==> config.mk <==
export PLATFORM = sky130hd
export DESIGN_NAME = wb_io_regs
export DESIGN_NICKNAME = d
export VERILOG_FILES = /design/src/rtl/wb_io_regs.sv
export SDC_FILE = /design/constraint.sdc
export NUM_CORES = 1
export LEC_CHECK = 0
export CORE_ASPECT_RATIO = 0.8
export CORE_MARGIN = 2
export CORE_UTILIZATION = 45
export CTS_CLUSTER_DIAMETER = 80
export DETAILED_ROUTE_END_ITERATION = 12
export PLACE_DENSITY = 0.71
export SLEW_MARGIN = 20
export SYNTH_ARGS = -nofsm -noshare
export SYNTH_HDL_FRONTEND = slang
export SYNTH_SLANG_ARGS = --single-unit
==> constraint.sdc <==
create_clock -name clk -period 6.5 [get_ports clk]
set_input_delay 1.95 -clock clk [delete_from_list [all_inputs] [get_ports clk]]
set_output_delay 1.95 -clock clk [all_outputs]
set_load 0.01 [all_outputs]
==> src/rtl/wb_io_regs.sv <==
// wb_io_regs: pipelined Wishbone B4 responder for the IO region.
// Register bank: ID, SCRATCH, LED, free-running TIMER, CMP, and CTRL/STATUS.
// Each accepted request gets exactly one in-order ack or err, LATENCY cycles
// after it is accepted.
// Optional macro WB_IO_SEL_EN adds the i_wb_sel byte-lane write enables.
// Without it, every write is a full 32-bit word.
module wb_io_regs #(
    parameter int          LATENCY         = 2,
    parameter int          MAX_OUTSTANDING = 2,
    parameter logic [31:0] ID_VALUE        = 32'h56474101
) (
    input  logic        clk,
    input  logic        reset,
    input  logic        i_enable,
    input  logic        i_wb_cyc,
    input  logic        i_wb_stb,
    input  logic        i_we,
    input  logic [31:0] i_addr,
    input  logic [31:0] i_data,
`ifdef WB_IO_SEL_EN
    input  logic [3:0]  i_wb_sel,
`endif
    output logic [31:0] o_data,
    output logic        o_wb_stall,
    output logic        o_wb_ack,
    output logic        o_wb_err,
    output logic [7:0]  o_led,
    output logic        o_irq
);

    localparam logic [3:0] MAX_CNT = 4'(MAX_OUTSTANDING);

    // Expand byte-lane selects into a 32-bit bit mask.
    function automatic logic [31:0] lane_mask(input logic [3:0] sel);
        return {{8{sel[3]}}, {8{sel[2]}}, {8{sel[1]}}, {8{sel[0]}}};
    endfunction

    // Replace only the masked bits of old_v with new_v.
    function automatic logic [31:0] merge_lanes(input logic [31:0] old_v,
                                                input logic [31:0] new_v,
                                                input logic [31:0] mask);
        return (old_v & ~mask) | (new_v & mask);
    endfunction

    logic [3:0]  sel_s;
    logic [31:0] mask_s;
    logic [2:0]  idx_s;
    logic        acc_s;
    logic        wr_s;
    logic        retire_s;
    logic        unmapped_s;
    logic [31:0] rdata_s;
    logic        wr_scr_s, wr_led_s, wr_tmr_s, wr_cmp_s, wr_ctl_s;
    logic        unused_s;

    logic [31:0] scratch_r;
    logic [7:0]  led_r;
    logic [31:0] timer_r;
    logic [31:0] cmp_r;
    logic        timer_en_r;
    logic        irq_en_r;
    logic        match_r;
    logic [3:0]  cnt_r;

    logic [LATENCY-1:0] pv_r;
    logic [LATENCY-1:0] pe_r;
    logic [31:0]        pd_r [LATENCY];

`ifdef WB_IO_SEL_EN
    assign sel_s = i_wb_sel;
`else
    assign sel_s = 4'hF;
`endif

    assign mask_s     = lane_mask(sel_s);
    assign idx_s      = i_addr[4:2];
    assign retire_s   = pv_r[LATENCY-1];
    // A response leaving the pipe this cycle frees its slot immediately.
    assign o_wb_stall = (cnt_r == MAX_CNT) && !retire_s;
    assign acc_s      = i_wb_cyc & i_wb_stb & i_enable & ~o_wb_stall;
    assign wr_s       = acc_s & i_we;
    assign unused_s   = ^{i_addr[31:5], i_addr[1:0]};

    // Address decode: read mux, per-register write strobes, and unmapped flag.
    always_comb begin
        rdata_s    = 32'h0;
        unmapped_s = 1'b0;
        wr_scr_s   = 1'b0;
        wr_led_s   = 1'b0;
        wr_tmr_s   = 1'b0;
        wr_cmp_s   = 1'b0;
        wr_ctl_s   = 1'b0;
        case (idx_s)
            3'd0: rdata_s = ID_VALUE;
            3'd1: begin
                rdata_s  = scratch_r;
                wr_scr_s = wr_s;
            end
            3'd2: begin
                rdata_s  = {24'h0, led_r};
                wr_led_s = wr_s;
            end
            3'd3: begin
                rdata_s  = timer_r;
                wr_tmr_s = wr_s;
            end
            3'd4: begin
                rdata_s  = cmp_r;
                wr_cmp_s = wr_s;
            end
            3'd5: begin
                rdata_s  = {23'h0, match_r, 6'h0, irq_en_r, timer_en_r};
                wr_ctl_s = wr_s;
            end
            default: unmapped_s = 1'b1;
        endcase
    end

    // Software-visible registers; writes commit on the acceptance edge.
    // When a match and a clear of the match flag land on the same edge, the match wins.
    always_ff @(posedge clk or posedge reset) begin
        if (reset) begin
            scratch_r  <= 32'h0;
            led_r      <= 8'h0;
            cmp_r      <= 32'h0;
            timer_en_r <= 1'b0;
            irq_en_r   <= 1'b0;
            match_r    <= 1'b0;
        end else begin
            if (wr_scr_s) begin
                scratch_r <= merge_lanes(scratch_r, i_data, mask_s);
            end
            if (wr_led_s && sel_s[0]) begin
                led_r <= i_data[7:0];
            end
            if (wr_cmp_s) begin
                cmp_r <= merge_lanes(cmp_r, i_data, mask_s);
            end
            if (wr_ctl_s && sel_s[0]) begin
                timer_en_r <= i_data[0];
                irq_en_r   <= i_data[1];
            end
            if (timer_en_r && (timer_r == cmp_r)) begin
                match_r <= 1'b1;
            end else if (wr_ctl_s && sel_s[1] && i_data[8]) begin
                match_r <= 1'b0;
            end
        end
    end

    // Free-running timer; a software clear beats the increment.
    always_ff @(posedge clk or posedge reset) begin
        if (reset) begin
            timer_r <= 32'h0;
        end else if (wr_tmr_s && (|sel_s)) begin
            timer_r <= 32'h0;
        end else if (timer_en_r) begin
            timer_r <= timer_r + 32'd1;
        end
    end

    // Outstanding-request counter; dropping cyc forgets everything in flight.
    always_ff @(posedge clk or posedge reset) begin
        if (reset) begin
            cnt_r <= 4'd0;
        end else if (!i_wb_cyc) begin
            cnt_r <= 4'd0;
        end else if (acc_s && !retire_s) begin
            cnt_r <= cnt_r + 4'd1;
        end else if (!acc_s && retire_s) begin
            cnt_r <= cnt_r - 4'd1;
        end
    end

    // Response shift pipe of {valid, err, data}; read data is captured at acceptance.
    always_ff @(posedge clk or posedge reset) begin
        if (reset) begin
            pv_r <= '0;
            pe_r <= '0;
            for (int i = 0; i < LATENCY; i++) begin
                pd_r[i] <= 32'h0;
            end
        end else begin
            pv_r[0] <= acc_s;
            pe_r[0] <= unmapped_s;
            pd_r[0] <= (i_we || unmapped_s) ? 32'h0 : rdata_s;
            for (int i = 1; i < LATENCY; i++) begin
                pv_r[i] <= i_wb_cyc ? pv_r[i-1] : 1'b0;
                pe_r[i] <= pe_r[i-1];
                pd_r[i] <= pd_r[i-1];
            end
            if (!i_wb_cyc) begin
                pv_r[0] <= 1'b0;
            end
        end
    end

    // Responses are suppressed in any cycle where the master has dropped cyc.
    assign o_wb_ack = pv_r[LATENCY-1] & ~pe_r[LATENCY-1] & i_wb_cyc;
    assign o_wb_err = pv_r[LATENCY-1] &  pe_r[LATENCY-1] & i_wb_cyc;
    assign o_data   = o_wb_ack ? pd_r[LATENCY-1] : 32'h0;
    assign o_led    = led_r;
    assign o_irq    = match_r & irq_en_r;

endmodule
==> results of run 1 <==
==> final cells by class <==
type | count | area, um2
fillers | 1431 | 7740
flip-flops and latches | 179 | 4480
multi-input cells | 462 | 3250
repair buffers | 98 | 983
clock buffers | 20 | 467
well taps | 225 | 282
clock inverters | 6 | 83.8
inverters | 7 | 30.0
==> how the worst max path moves through the flow <==
stage / from / end / slack [ns] / cells after the start
floorplan: i_wb_cyc / o_data[22] / 1.88 / 4
global placement: i_wb_cyc / o_data[12] / 0.78 / 6
detailed placement: i_wb_cyc / o_data[15] / 0.75 / 6
CTS: i_wb_cyc / o_data[15] / 0.73 / 6
global route: i_wb_cyc / o_data[15] / 0.61 / 6
finish: i_wb_cyc / o_data[15] / 0.75 / 6
==> per-layer routing <==
layer | vias up | track usage [%] | wire length (um)
li1 | 2518 | - | -
met1 | 2793 | 27.1 | 8290
met2 | 156 | 33.9 | 8710
met3 | 17 | 4.80 | 851
met4 | 0 | 5.56 | 230
met5 | - | 0 | 0
==> report_power, final <==
| part | internal [mW] | switching [mW] | total [mW] |
|---|---|---|---|
| logic | 0.261 | 0.249 | 0.511 |
| clock network | 0.582 | 0.390 | 0.972 |
| registers | 1.27 | 0.212 | 1.48 |
==> critical path, stage by stage <==
cell and delay [ns]:
clkdlybuf4s50_1 0.63, nand2_1 0.08, nor2_1 0.16, buf_4 0.26, and2_1 0.17, clkdlybuf4s50_1 0.53
==> per-stage QoR <==
stage	util (%)	hold slack, ns	power, mW	instance area (um2)
after floorplan	-	0.331	1.82	7950
after detailed placement	52.0	0.335	2.00	9010
after global placement	52.0	0.334	1.97	9010
after CTS	55.2	0.347	2.98	9560
after global routing	55.3	0.346	3.11	9580
final	55.3	0.346	2.97	9580
==> cell usage in the layout, fill, tap and decap left out, types with 17 or more instances in the layout <==
| cell type | n |
|---|---|
| dfrtp_1 | 179 |
| mux2i_1 | 18 |
| xor2_1 | 33 |
| a21oi_1 | 31 |
| nor2_1 | 68 |
| nand2_1 | 47 |
| xnor2_1 | 26 |
| mux2_2 | 74 |
| clkbuf_16 | 17 |
| clkdlybuf4s50_1 | 84 |
| and2_1 | 41 |
==> cell families (layout without fill, tap and decap cells) <==
kind of cell / Yosys count / in the layout
multiplexers: 92 / 92
AO/OA/AOI/OAI: 80 / 80
AND/OR/NAND/NOR: 227 / 227
XOR/XNOR: 59 / 59
adder cells (fa/ha/maj): 4 / 4
flip-flops: 179 / 179
buffers and inverters: 50 / 131
==> flip-flops by register name, summed over array words and instances, names as in the netlist, 2 cells and up <==
register / count
pd_r: 64
cmp_r: 32
scratch_r: 32
pe_r: 2
timer_r: 32
cnt_r: 4
pv_r: 2
o_led: 8
==> metrics, run 1 <==
RePlAce Congestion between 0.8 and 0.9; Clock Skew around 0.0086 ns; Core Footprint between 0.015 and 0.02 mm2; max-slew violations 0; WL final 18100 um; hold depth 0; worst skew pair latency approximately 0.42 ns; LEAKAGE 4.31 nW; Peak VDD IR around 0.17 mV; hold path endpoint pd_r[16]; first-pass detailed-route iteration total 7; ratio of cells with drive above 1 in the final layout between 10% and 20%; Post-synth ARST share 100%; Max Buffers Root-to-Sink 2; Synth cell types 48; Cell Rows 43; CTS root buffer clkbuf_16; DPL Wire Length roughly 13000 um; Die X 153 um; Syn Area/Cell about 11 um2; io pins about 110; Yosys warnings 0; largest family of logic cells by synthesized area simple AND/OR/NAND/NOR gates; drt via density ~5.5; most frequent cell after synthesis dfrtp_1; global-route wire length before repair 29900 um; worst reg-to-reg path cell count 5; antenna-violating nets left 0; Remaining DRCs 0; hold path start pd_r[48]; Yosys top cell area share a little under three fifths; initial antenna violation count 0; Max Fanout on Critical Path 24; H-Tree Depth 4; CTS buffer count 17; Vias 5484; GRT Residual Overflow 0; r2r startpoint cnt_r[3]; hold crit path type flip-flop to flip-flop; Synth Area in Compound Gates approximately 6.5%; unrepaired setup endpoints after global routing no; setup slack at placement 0.748 ns; Die H 123 um; outcome finished clean; Final Hold Viols 0; Simple-Gate Fraction of Synth Area 14.5%; crit path kind primary input to primary output; Gates resized, CTS repair 0; Slew @ Worst Pin between 0.9 and 1 ns; clk slew on worst S/H paths 0.05 ns; largest net degree at the start of global routing 75; Peak Freq ~170 MHz; # Post-CTS Setup Buffers 0; Die Area between 0.015 and 0.02 mm2; vias in the first global route approximately 5.7k; Global Route Usage Sum between 20% and 30%; Synth area leaders dfrtp_1, mux2_2, xor2_1; Hold Buf Count CTS 0; R2R Setup Slk ~3.8 ns; Clock Sinks 179; EDFF count, synth 0; post-synthesis register bit count 179; CTS tree built; Mapped Area 0.00795 mm2; share of the yosys chip area belonging to registers 56.4%; CP Launch Type primary input; critical path arrival about 3.8 ns; P per Cell Area around 310 mW/mm2; # setup viols final 0; synthesis-to-layout area growth 20.5%; DRT iter0 DRCs roughly 420; post-synthesis mux area share about 13%; syn nets around 770; Initial Util a little under half; critical path required time about 4.6 ns; Worst setup EP type primary output; dpl cells 970; final worst path period share between 80% and 90%; slew margin rel. between 30% and 40%; wire length per cell around 18 um; Cell Count, Final, Fillers Out 997; final worst setup slack about 0.75 ns; Main synth FF type dfrtp_1; Yosys top cell by area dfrtp_1; max-cap violations 0; xor/xnor share of the synthesized area under 10%; Port Buffers 84; Total Nets Final approximately 840; Synth Area in Adders 0.724%; Worst R2R End scratch_r[26]; Ant. Diodes 0; Sum Neg Setup Slack 0 ns; Synth top cells by count dfrtp_1, mux2_2, nor2_1, nand2_1, and2_1; Post-Synthesis Cells around 700; final worst path period need around 5.7 ns
No activity file was read; power rests on OpenSTA's default activity.
==> run 2, diff against run 1 <==
Settings changed: SLEW_MARGIN 20 to not set.
==> metrics, run 2 (synthesized netlist as in run 1, its figures left out) <==
outcome finished clean; WHS around 0.34 ns; CTS tree built; Core Footprint roughly 0.017 mm2; Final Hold Viols 0; placed inst area around 0.009 mm2; final worst path period share between 80% and 90%; crit-path max cell delay ~0.63 ns; Die H ~120 um; Cell Rows 43; DPL Wire Length approximately 13000 um; Die X between 150 and 200 um; worst reg-to-reg path cell count 5; Worst setup EP type primary output; Hold Buf Count CTS 0; # setup viols final 0; clk slew on worst S/H paths roughly 0.060 ns; WL final 18000 um; hold crit path type flip-flop to flip-flop; H-Tree Depth 4; final worst setup slack 0.751 ns; Peak VDD IR approximately 0.17 mV; final worst path period need 5.75 ns; CTS buffer count 17; met3 usage 4.80%; Remaining DRCs 0; Worst R2R End scratch_r[29]; Clock Skew between 0.009 and 0.01 ns; critical path arrival 3.80 ns; global-route wire length before repair roughly 30000 um; r2r startpoint cnt_r[3]; drt via density 5.53; CTS root buffer clkbuf_16; Finished Cell Area between 0.009 and 0.01 mm2; Worst path slowest cell clkdlybuf4s50_1; critical path cell sequence clkdlybuf4s50_1 -> nand2_1 -> nor2_1 -> buf_4 -> and2_1 -> clkdlybuf4s50_1; hold path start pd_r[37]; largest net degree at the start of global routing 75; hold path endpoint pd_r[5]; io pins approximately 110; most used cell, CP clkdlybuf4s50_1; hold depth 0; Initial Util between 40% and 50%; initial antenna violation count 0; Max Fanout on Critical Path 24; max-cap violations 0; most used cells in the layout excluding fill and tap cells dfrtp_1, clkdlybuf4s50_1, mux2_2, nor2_1, nand2_1; Total Nets Final about 840; worst skew pair latency around 0.43 ns; Port Buffers 84; # Post-CTS Setup Buffers 0; P per Cell Area between 300 and 400 mW/mm2; number of flip-flops under the largest register name 64; Global Route Usage Sum 20.4%; antenna-violating nets left 0; setup slack at placement 0.748 ns; filler cell count 1433; LEAKAGE ~4.3 nW; R2R Setup Slk around 3.8 ns; most common cell after layout, fill and taps aside dfrtp_1; Peak Freq between 150 and 200 MHz; GRT Residual Overflow 0; max-slew violations 0; Clock Sinks approximately 180; Biggest register pd_r; unrepaired setup endpoints after global routing no; Gates resized, CTS repair 0; Die Area between 0.015 and 0.02 mm2; CP Launch Type primary input; RePlAce Congestion 0.866; synthesis-to-layout area growth 20.3%; crit path kind primary input to primary output; first-pass detailed-route iteration total 6; Sum Neg Setup Slack 0 ns; M2 GR Usage between 30 and 40%; Vias ~5.5k; gr busiest metal met2; ratio of cells with drive above 1 in the final layout between 15 and 20%; Max Buffers Root-to-Sink 2; wire length per cell approximately 18 um; Design Power 2.96 mW; slew margin rel. around 22%; vias in the first global route approximately 5.7k; critical path required time about 4.6 ns; DRT iter0 DRCs around 420; Slew @ Worst Pin approximately 1.2 ns; GRT met1 Usage 27.1%; Ant. Diodes 0
-- run 2: cell types whose count changed in the layout (fill, tap and decap cells not counted) --
cell,delta
buf_12,-1
-- run 2: area by class of cell --
type                       count  area (um2)  area share [%]
clock inverter                 6        83.8           0.877
sequential                   179        4480            46.9
inverter                       7        30.0           0.314
multi-input combinational    462        3250            34.0
tap                          225         282            2.95
clock buffer                  20         467            4.88
timing repair buffer          97         963            10.1
-- run 2: report_power, final --
group          internal, mW  switching, mW
Clock                 0.582          0.392
Combinational         0.260          0.248
Sequential             1.27          0.212
-- run 2: critical path: cells and delay by family --
kind	cells	cell delay [ns]
buffers and inverters	3	1.42
AND/OR/NAND/NOR	3	0.41
-- run 2: stage by stage --
step | instances | utilization (%)
floorplan | 691 | -
global placement | 970 | 52.0
detailed placement | 970 | 52.0
CTS | 996 | 55.2
global route | 996 | 55.2
finish | 996 | 55.2
-- run 2: worst max path at each step --
stage	end	startpoint	slack (ns)
floorplan	o_data[22]	i_wb_cyc	1.88
CTS	o_data[15]	i_wb_cyc	0.73
finish	o_data[15]	i_wb_cyc	0.75
global route	o_data[15]	i_wb_cyc	0.61
detailed placement	o_data[15]	i_wb_cyc	0.75
global placement	o_data[12]	i_wb_cyc	0.78
-- run 2: routing by layer --
layer | part of all wire [%] | vias up
met3 | 5.0 | 24
met5 | 0 | -
li1 | - | 2516
met2 | 48 | 167
met1 | 46 | 2798
met4 | 1.4 | 0
==> run 3, diff against run 2 <==
Settings changed: CORE_UTILIZATION 45 to 35, PLACE_DENSITY 0.71 to not set.
==> metrics, run 3 (synthesized netlist as in run 1, its figures left out) <==
outcome finished clean; hold crit path type flip-flop to flip-flop; # Post-CTS Setup Buffers 0; critical path arrival about 3.8 ns; Worst setup EP type primary output; drt via density ~4.8; Clock Skew ~0.0082 ns; number of flip-flops under the largest register name 64; Internal around 2.1 mW; synthesis-to-layout area growth 21.8%; Vias 5256; WHS between 0.3 and 0.4 ns; DRT iter0 DRCs between 400 and 500; Design Power slightly below 3 mW; ratio of cells with drive above 1 in the final layout 16.3%; Gates resized, CTS repair 0; Slew @ Worst Pin 0.976 ns; wire length per cell 16.9 um; Die X between 150 and 200 um; DPL Wire Length approximately 12000 um; P per Cell Area between 300 and 400 mW/mm2; CTS tree built; max-slew violations 0; gr busiest metal met1; Peak VDD IR around 0.14 mV; crit-path max cell delay a little over 0.6 ns; Total Nets Final 839; CTS root buffer clkbuf_16; Peak Freq 175 MHz; Max Buffers Root-to-Sink 2; Max Fanout on Critical Path 21; Final Hold Viols 0; most used cell, CP clkdlybuf4s50_1; H-Tree Depth 4; Clock Sinks 179; NetSw 888 uW; max-cap violations 0; Worst path slowest cell clkdlybuf4s50_1; io pins 114; Die H 139 um; RePlAce Congestion approximately 0.82; Core Footprint roughly 0.022 mm2; Biggest register pd_r; GRT met1 Usage between 20% and 30%; global-route wire length before repair approximately 30000 um; critical path cell sequence clkdlybuf4s50_1 -> nand2_1 -> nor2_2 -> buf_4 -> and2_1 -> clkdlybuf4s50_1; unrepaired setup endpoints after global routing no; Initial Util 35.5%; Remaining DRCs 0; most common cell after layout, fill and taps aside dfrtp_1; Seq pwr share 49.6%; LEAKAGE between 4 and 5 nW; antenna-violating nets left 0; worst skew pair latency 0.43 ns; met3 usage 2.65%; Port Buffers 84; Ant. Diodes 0; Global Route Usage Sum approximately 16%; CTS buffer count 17; # setup viols final 0; clk slew on worst S/H paths 0.07 ns; initial antenna violation count 0; first-pass detailed-route iteration total 6; Clock power frac about a third; WL final ~18000 um; Net Sw Frac about 30%; M2 GR Usage roughly 24%; CP Launch Type primary input; critical path required time 4.55 ns; vias in the first global route 5325; post-layout util a little over two fifths; Cell Rows between 40 and 50; Hold Buf Count CTS 0; crit path kind primary input to primary output; Sum Neg Setup Slack 0 ns; final worst path period need about 5.7 ns; Die Area ~0.024 mm2; most used cells in the layout excluding fill and tap cells dfrtp_1, clkdlybuf4s50_1, mux2_2, nor2_1, nand2_1; largest net degree at the start of global routing 180; GRT Residual Overflow 0; combinational power share 16.9%; slew margin rel. around 34%; final worst path period share ~88%
-- run 3: cell count changes in the layout (fill, tap and decap cells not counted), sizes merged --
| cell | previous run | this run |
|---|---|---|
| clkbuf | 20 | 19 |
| buf | 13 | 14 |
| clkinvlp | 1 | 4 |
| clkinv | 6 | 10 |
-- run 3: worst paths after layout --
path,start,to,slack (ns),cells past startpoint
min reg2reg,pd_r[63],pd_r[31],0.34,0
max reg2reg,cnt_r[1],timer_r[9],3.96,5
min in group asynchronous,reset,cmp_r[7],2.14,3
min,pd_r[63],pd_r[31],0.34,0
max,i_wb_cyc,o_data[27],0.79,6
max in group asynchronous,reset,scratch_r[27],3.65,3
-- run 3: worst max-delay path: cells and delay by family --
family / cells / cell delay, ns
buffers and inverters: 3 / 1.39
AND/OR/NAND/NOR: 3 / 0.39
-- run 3: cell type report --
| cell class | instances | area [um2] |
|---|---|---|
| repair buffers | 98 | 958 |
| fillers | 2107 | 12700 |
| inverters | 7 | 30.0 |
| well taps | 306 | 383 |
| flip-flops and latches | 179 | 4480 |
| clock inverters | 13 | 138 |
| clock buffers | 19 | 433 |
| multi-input cells | 462 | 3260 |
-- run 3: metrics by stage --
step                instances  area [um2]  setup slack, ns
finish                   1084        9680            0.793
global route             1084        9680            0.642
CTS                      1084        9680            0.778
detailed placement       1052        9110            0.795
global placement         1052        9110            0.803
floorplan                 691        7950             1.88
-- run 3: power groups by stage --
stage / logic, mW / registers (mW) / clock network [mW]
global placement: 0.500 / 1.49 / 0
global route: 0.566 / 1.51 / 1.07
finish: 0.505 / 1.48 / 0.998
CTS: 0.511 / 1.48 / 1.02
floorplan: 0.417 / 1.40 / 0
detailed placement: 0.506 / 1.50 / 0
-- run 3: per-layer routing --
metal / routed length [um] / share of wire (%)
met3: 926 / 5.1
met2: 8180 / 45
met5: 0 / 0
met1: 8980 / 49
met4: 222 / 1.2
